[config.mk]
export PLATFORM = sky130hd
export DESIGN_NAME = fc_apb_completer
export DESIGN_NICKNAME = d
export VERILOG_FILES = /design/src/rtl/fc_apb_pkg.sv /design/src/rtl/fc_apb_completer.sv
export SDC_FILE = /design/constraint.sdc
export NUM_CORES = 1
export LEC_CHECK = 0
export CAP_MARGIN = 20
export CORE_MARGIN = 1.5
export CORE_UTILIZATION = 50
export DETAILED_ROUTE_END_ITERATION = 8
export GPL_TIMING_DRIVEN = 0
export PLACE_DENSITY = 0.68
export SYNTH_ARGS = -nofsm -noshare
export SYNTH_HDL_FRONTEND = slang
export SYNTH_SLANG_ARGS = --single-unit
[constraint.sdc]
create_clock -name clk -period 33.1 [get_ports clk]
set_clock_uncertainty 0.2 [all_clocks]
set_input_delay 4.965 -clock clk [delete_from_list [all_inputs] [get_ports clk]]
set_output_delay 4.965 -clock clk [all_outputs]
set_load 0.05 [all_outputs]
[src/rtl/fc_apb_pkg.sv]
// Shared types for the FC APB completer: FSM state, error causes, default ID.
// Latency: n/a (types and constants only).
// Backpressure: n/a.
package fc_apb_pkg;

   typedef enum logic {
      ST_IDLE   = 1'b0,
      ST_ACCESS = 1'b1
   } apb_state_t;

   localparam logic [31:0] APB_ID_VALUE = 32'hFC00_A9B4;

   // Why a transfer was rejected; checked in this priority order.
   typedef enum logic [1:0] {
      ERR_NONE       = 2'd0,
      ERR_MISALIGNED = 2'd1,
      ERR_RANGE      = 2'd2,
      ERR_RO         = 2'd3
   } err_cause_t;

endpackage

[src/rtl/fc_apb_completer.sv]
// APB4 completer with a small word-addressed register file (reg 0 = read-only ID).
// Latency: pready rises wait_cfg cycles after the first ACCESS cycle (N+2 total incl. SETUP).
// Backpressure: wait states from wait_cfg; pslverr on misaligned, out-of-range or RO access.
//
// Ports: clk/rst (async active-high); APB psel/penable/pwrite/paddr/pwdata/pstrb/pprot in,
// pready/prdata/pslverr out; wait_cfg sampled at SETUP; wr_count counts committed writes
// (saturating); proto_err is a sticky APB sequencing-violation flag.
module fc_apb_completer
   import fc_apb_pkg::*;
#(
   parameter int unsigned ADDR_W   = 16,
   parameter int unsigned DATA_W   = 32,
   parameter int unsigned NUM_REGS = 16,
   parameter logic [31:0] ID_VALUE = APB_ID_VALUE
) (
   input  logic                clk,
   input  logic                rst,
   input  logic                psel,
   input  logic                penable,
   input  logic                pwrite,
   input  logic [ADDR_W-1:0]   paddr,
   input  logic [DATA_W-1:0]   pwdata,
   input  logic [DATA_W/8-1:0] pstrb,
   input  logic [2:0]          pprot,
   input  logic [3:0]          wait_cfg,
   output logic                pready,
   output logic [DATA_W-1:0]   prdata,
   output logic                pslverr,
   output logic [15:0]         wr_count,
   output logic                proto_err
);

   localparam int unsigned      IDX_W     = $clog2(NUM_REGS);
   localparam logic [ADDR_W:0]  RANGE_LIM = (ADDR_W+1)'(NUM_REGS*4);

   apb_state_t          state, state_nxt;
   logic [3:0]          cnt;
   logic [ADDR_W-1:0]   addr_q;
   logic                wr_q;
   logic [DATA_W-1:0]   wdata_q;
   logic [DATA_W/8-1:0] strb_q;
   err_cause_t          err_q;
   logic [DATA_W-1:0]   rdata_q;
   logic [15:0]         wr_count_q;
   logic                proto_err_q;
   logic [DATA_W-1:0]   regs [NUM_REGS];

   logic [IDX_W-1:0]    setup_idx, idx_q;
   err_cause_t          setup_err;
   logic [DATA_W-1:0]   setup_rdata;
   logic                ready, setup_fire, xfer_done, abort, violation, commit;

   // Protection bits carry no meaning for this target.
   logic unused_ok;
   assign unused_ok = ^pprot;

   assign setup_idx = paddr[2 +: IDX_W];
   assign idx_q     = addr_q[2 +: IDX_W];

   always_comb begin
      setup_err = ERR_NONE;
      if (paddr[1:0] != 2'b00)
         setup_err = ERR_MISALIGNED;
      else if ({1'b0, paddr} >= RANGE_LIM)
         setup_err = ERR_RANGE;
      else if (pwrite && (setup_idx == '0))
         setup_err = ERR_RO;
   end

   // Read data is frozen at SETUP so prdata never depends on live inputs.
   always_comb begin
      setup_rdata = '0;
      if (setup_err == ERR_NONE)
         setup_rdata = (setup_idx == '0) ? DATA_W'(ID_VALUE) : regs[setup_idx];
   end

   assign ready = (state == ST_ACCESS) && (cnt == 4'd0);

   always_comb begin
      state_nxt  = state;
      setup_fire = 1'b0;
      xfer_done  = 1'b0;
      abort      = 1'b0;
      case (state)
         ST_IDLE: begin
            if (psel && !penable) begin
               state_nxt  = ST_ACCESS;
               setup_fire = 1'b1;
            end
         end
         ST_ACCESS: begin
            if (!psel) begin
               state_nxt = ST_IDLE;
               abort     = 1'b1;
            end else if (penable && ready) begin
               state_nxt = ST_IDLE;
               xfer_done = 1'b1;
            end
         end
         default: state_nxt = ST_IDLE;
      endcase
   end

   assign violation = ((state == ST_IDLE) && penable) || abort ||
                      ((state == ST_ACCESS) && psel &&
                       ((paddr != addr_q) || (pwrite != wr_q) || (pwdata != wdata_q)));

   assign commit = xfer_done && wr_q && (err_q == ERR_NONE);

   always_ff @(posedge clk or posedge rst) begin
      if (rst) begin
         state       <= ST_IDLE;
         cnt         <= 4'd0;
         addr_q      <= '0;
         wr_q        <= 1'b0;
         wdata_q     <= '0;
         strb_q      <= '0;
         err_q       <= ERR_NONE;
         rdata_q     <= '0;
         wr_count_q  <= 16'd0;
         proto_err_q <= 1'b0;
      end else begin
         state <= state_nxt;
         if (setup_fire) begin
            cnt     <= wait_cfg;
            addr_q  <= paddr;
            wr_q    <= pwrite;
            wdata_q <= pwdata;
            strb_q  <= pstrb;
            err_q   <= setup_err;
            rdata_q <= setup_rdata;
         end else if ((state == ST_ACCESS) && (cnt != 4'd0)) begin
            cnt <= cnt - 4'd1;
         end
         if (commit && (wr_count_q != 16'hFFFF))
            wr_count_q <= wr_count_q + 16'd1;
         if (violation)
            proto_err_q <= 1'b1;
      end
   end

   // Entry 0 is never written; reads of index 0 return ID_VALUE instead.
   always_ff @(posedge clk or posedge rst) begin
      if (rst) begin
         for (int i = 0; i < int'(NUM_REGS); i++)
            regs[i] <= '0;
      end else if (commit) begin
         for (int b = 0; b < int'(DATA_W/8); b++)
            if (strb_q[b])
               regs[idx_q][8*b +: 8] <= wdata_q[8*b +: 8];
      end
   end

   assign pready    = ready;
   assign pslverr   = ready && (err_q != ERR_NONE);
   assign prdata    = (ready && !wr_q) ? rdata_q : '0;
   assign wr_count  = wr_count_q;
   assign proto_err = proto_err_q;

endmodule

==> flow_summary.json <==
{
  "outcome": "finished clean",
  "clk_latency_ns": 0.61,
  "yosysSeqAreaShare_pct": 54.08,
  "async_reset_ff_share_pct": 100.0,
  "finalCritPeriodShare_pct": 27.05,
  "finalMaxSlewViolations": 0,
  "n_antenna_cell": 0,
  "worst_slew_pin_slew_ns": 1.194,
  "yosysTopAreaCell": "dfrtp_1",
  "netlist.area_leader.share_pct": 54.08,
  "crit_buf_inv": 4,
  "cts-resized-gates": 0,
  "wl_per_cell_um": 28.13,
  "htreeDepth": 3,
  "clkTransAtPathRegs_ns": 0.06,
  "syn_inst": 1924,
  "max_cap_viol_count": 0,
  "track_usage_pct": 29.29,
  "critPathRequiredTime_ns": 27.93,
  "cts_buffers": 67,
  "hpwl_mm": 55.60,
  "die_w_um": 240.0,
  "cts_buffer_depth": 3,
  "critPathMaxFanout": 6,
  "drc": 0,
  "cp_top_family": "buffers and inverters",
  "max_slew_margin_pct": 20.42,
  "cts_sinks": 607,
  "overflow": 0,
  "fin_crit_ns": 8.953,
  "setup_ws_ns": 24.15,
  "max_freq_ghz": 0.1117,
  "die_h_um": 240.0,
  "cp-end-kind": "primary output",
  "coreArea_mm2": 0.05531,
  "crit_type": "flop to primary output",
  "vias_per_cell": 6.107,
  "grt_pass1_wl_mm": 121.3,
  "grt_pass1_vias": 18330,
  "synth_edf_count": 0,
  "ys_seq_elements": 607,
  "p_leak_nw": 15.36,
  "cts_tree": "done",
  "io_buffers": 108,
  "routed_wl_mm": 81.82,
  "finalSetupTns_ns": 0,
  "syn-cell-area_mm2": 0.02809,
  "synth.most_common_cell": "dfrtp_1",
  "rsz0062_at_grt": "false",
  "area_growth_pct": 16.05,
  "grt_max_degree": 139,
  "first_pass_iters": 5,
  "synth_warnings": 0,
  "drt_iter0_markers": 1386,
  "post_synth.cell_area_avg_um2": 14.60,
  "setup_viol": 0,
  "crit_arrival_ns": 3.79,
  "ir_worst_vdd_v": 0.00005185,
  "crit_slowest_cell": "clkdlybuf4s50_1",
  "drive_above_1_share_pct": 40.40,
  "start_kind": "flop",
  "path_cells": "inv_1 > ha_1 > nand4bb_4 > nor2_1 > clkbuf_1 > buf_8 > and2_1 > clkdlybuf4s50_1",
  "syn_nets": 1991,
  "synth_area_leaders": "dfrtp_1 (54%), mux2_2 (22%), mux4_2 (9.0%)",
  "holdBufCountCts": 0,
  "root_buffer": "clkbuf_16",
  "synthTopCellsByCount": "dfrtp_1 (607), mux2_2 (539), mux4_2 (112)",
  "finalHoldViolations": 0,
  "antenna_found_initial": 1,
  "hold_class": "flop to flop",
  "gp_congestion": 0.9232,
  "num_rows": 86,
  "start_util_pct": 50.79,
  "pre_cts_ws_ns": 24.68,
  "ys.flop_type": "dfrtp_1",
  "critPathMaxStageDelay_ns": 0.85,
  "layout.nets": 2181,
  "vias": 17760,
  "pin_count": 115,
  "post-cts-setup-buffers": 0,
  "dieArea_mm2": 0.05761,
  "postRouteAntennaNets": 0,
  "p_per_area_mw_per_mm2": 52.47,
  "yosysUniqueCellTypes": 56
}
## layer usage
| layer | vias to the layer above | track usage, % | wire length [um] |
|---|---|---|---|
| met5 | - | 0 | 8 |
| met4 | 2 | 14.18 | 4156 |
| met3 | 186 | 5.511 | 5260 |
| met2 | 653 | 45.30 | 37880 |
| met1 | 9477 | 40.01 | 34510 |
| li1 | 7446 | - | - |
## placed cells by master (no fill, tap or decap), drive strengths merged, types with 16 or more instances in the layout
master         Yosys  routed
xor2              20      20
nand2             60      60
o21ai             25      25
a21oi             28      28
and2              45      45
a22o              33      33
dfrtp            607     607
clkdlybuf4s50      0     108
clkbuf            81     184
inv               20      20
nor2              66      66
buf               61      74
xnor2             35      35
mux4             112     112
mux2i             56      56
mux2             540     540
nand4             18      18
a221oi            16      16
## stage by stage
step	area (um2)	hold slack (ns)	util (%)	cells	total power, mW
CTS	32580	0.2931	58.91	2908	1.719
finish	32600	0.2927	58.94	2909	1.710
detailed placement	30340	0.2774	54.86	2792	0.9620
global placement	30110	0.2567	54.43	2780	0.9556
global route	32600	0.3110	58.94	2909	1.765
floorplan	28090	0.2438	-	1924	0.8882
## final cells by class
cell class / instances / area [um2]
tap: 748 / 935.9
clock buffer: 103 / 2100
clock inverter: 13 / 140.1
multi-input combinational: 1155 / 12220
sequential: 607 / 15190
timing repair buffer: 121 / 1325
buffer: 142 / 605.6
fill: 4432 / 22710
inverter: 20 / 82.58
## kinds of logic after synthesis
logic type               Yosys count  synth area share, %
buffers and inverters            162                2.423
multiplexers                     708                32.62
adder cells (fa/ha/maj)            3               0.1336
flip-flops                       607                54.08
AND/OR/NAND/NOR                  253                5.590
XOR/XNOR                          55                1.715
AO/OA/AOI/OAI                    136                3.439
## worst paths after layout
check	start	to	slack (ns)	depth (start not counted)
worst max-delay path	cnt[0]$_DFFE_PP0P_	prdata[25]	24.15	8
worst min-delay path	rdata_q[22]$_DFFE_PP0P_	rdata_q[22]$_DFFE_PP0P_	0.29	1
worst max register to register	cnt[0]$_DFFE_PP0P_	regs[72]$_DFFE_PP0P_	29.90	8
worst min register to register	rdata_q[22]$_DFFE_PP0P_	rdata_q[22]$_DFFE_PP0P_	0.29	1
max in group asynchronous	rst	regs[55]$_DFFE_PP0P_	25.78	5
min in group asynchronous	rst	wr_count[8]$_DFFE_PP0P_	4.68	2
## where the power goes
part / switching (mW) / total (mW) / leakage (nW) / internal [mW]
clock network: 0.301 / 0.760 / 1.11 / 0.459
logic: 0.126 / 0.181 / 5.89 / 0.0548
registers: 0.0114 / 0.770 / 8.35 / 0.759
## state kept, by name (all words and copies together), names as in the netlist
name,count
regs,498
rdata_q,32
wdata_q,32
addr_q,16
wr_count,16
cnt,4
strb_q,4
err_q,2
proto_err,1
state,1
wr_q,1
Power figures use the tool's default switching activity.
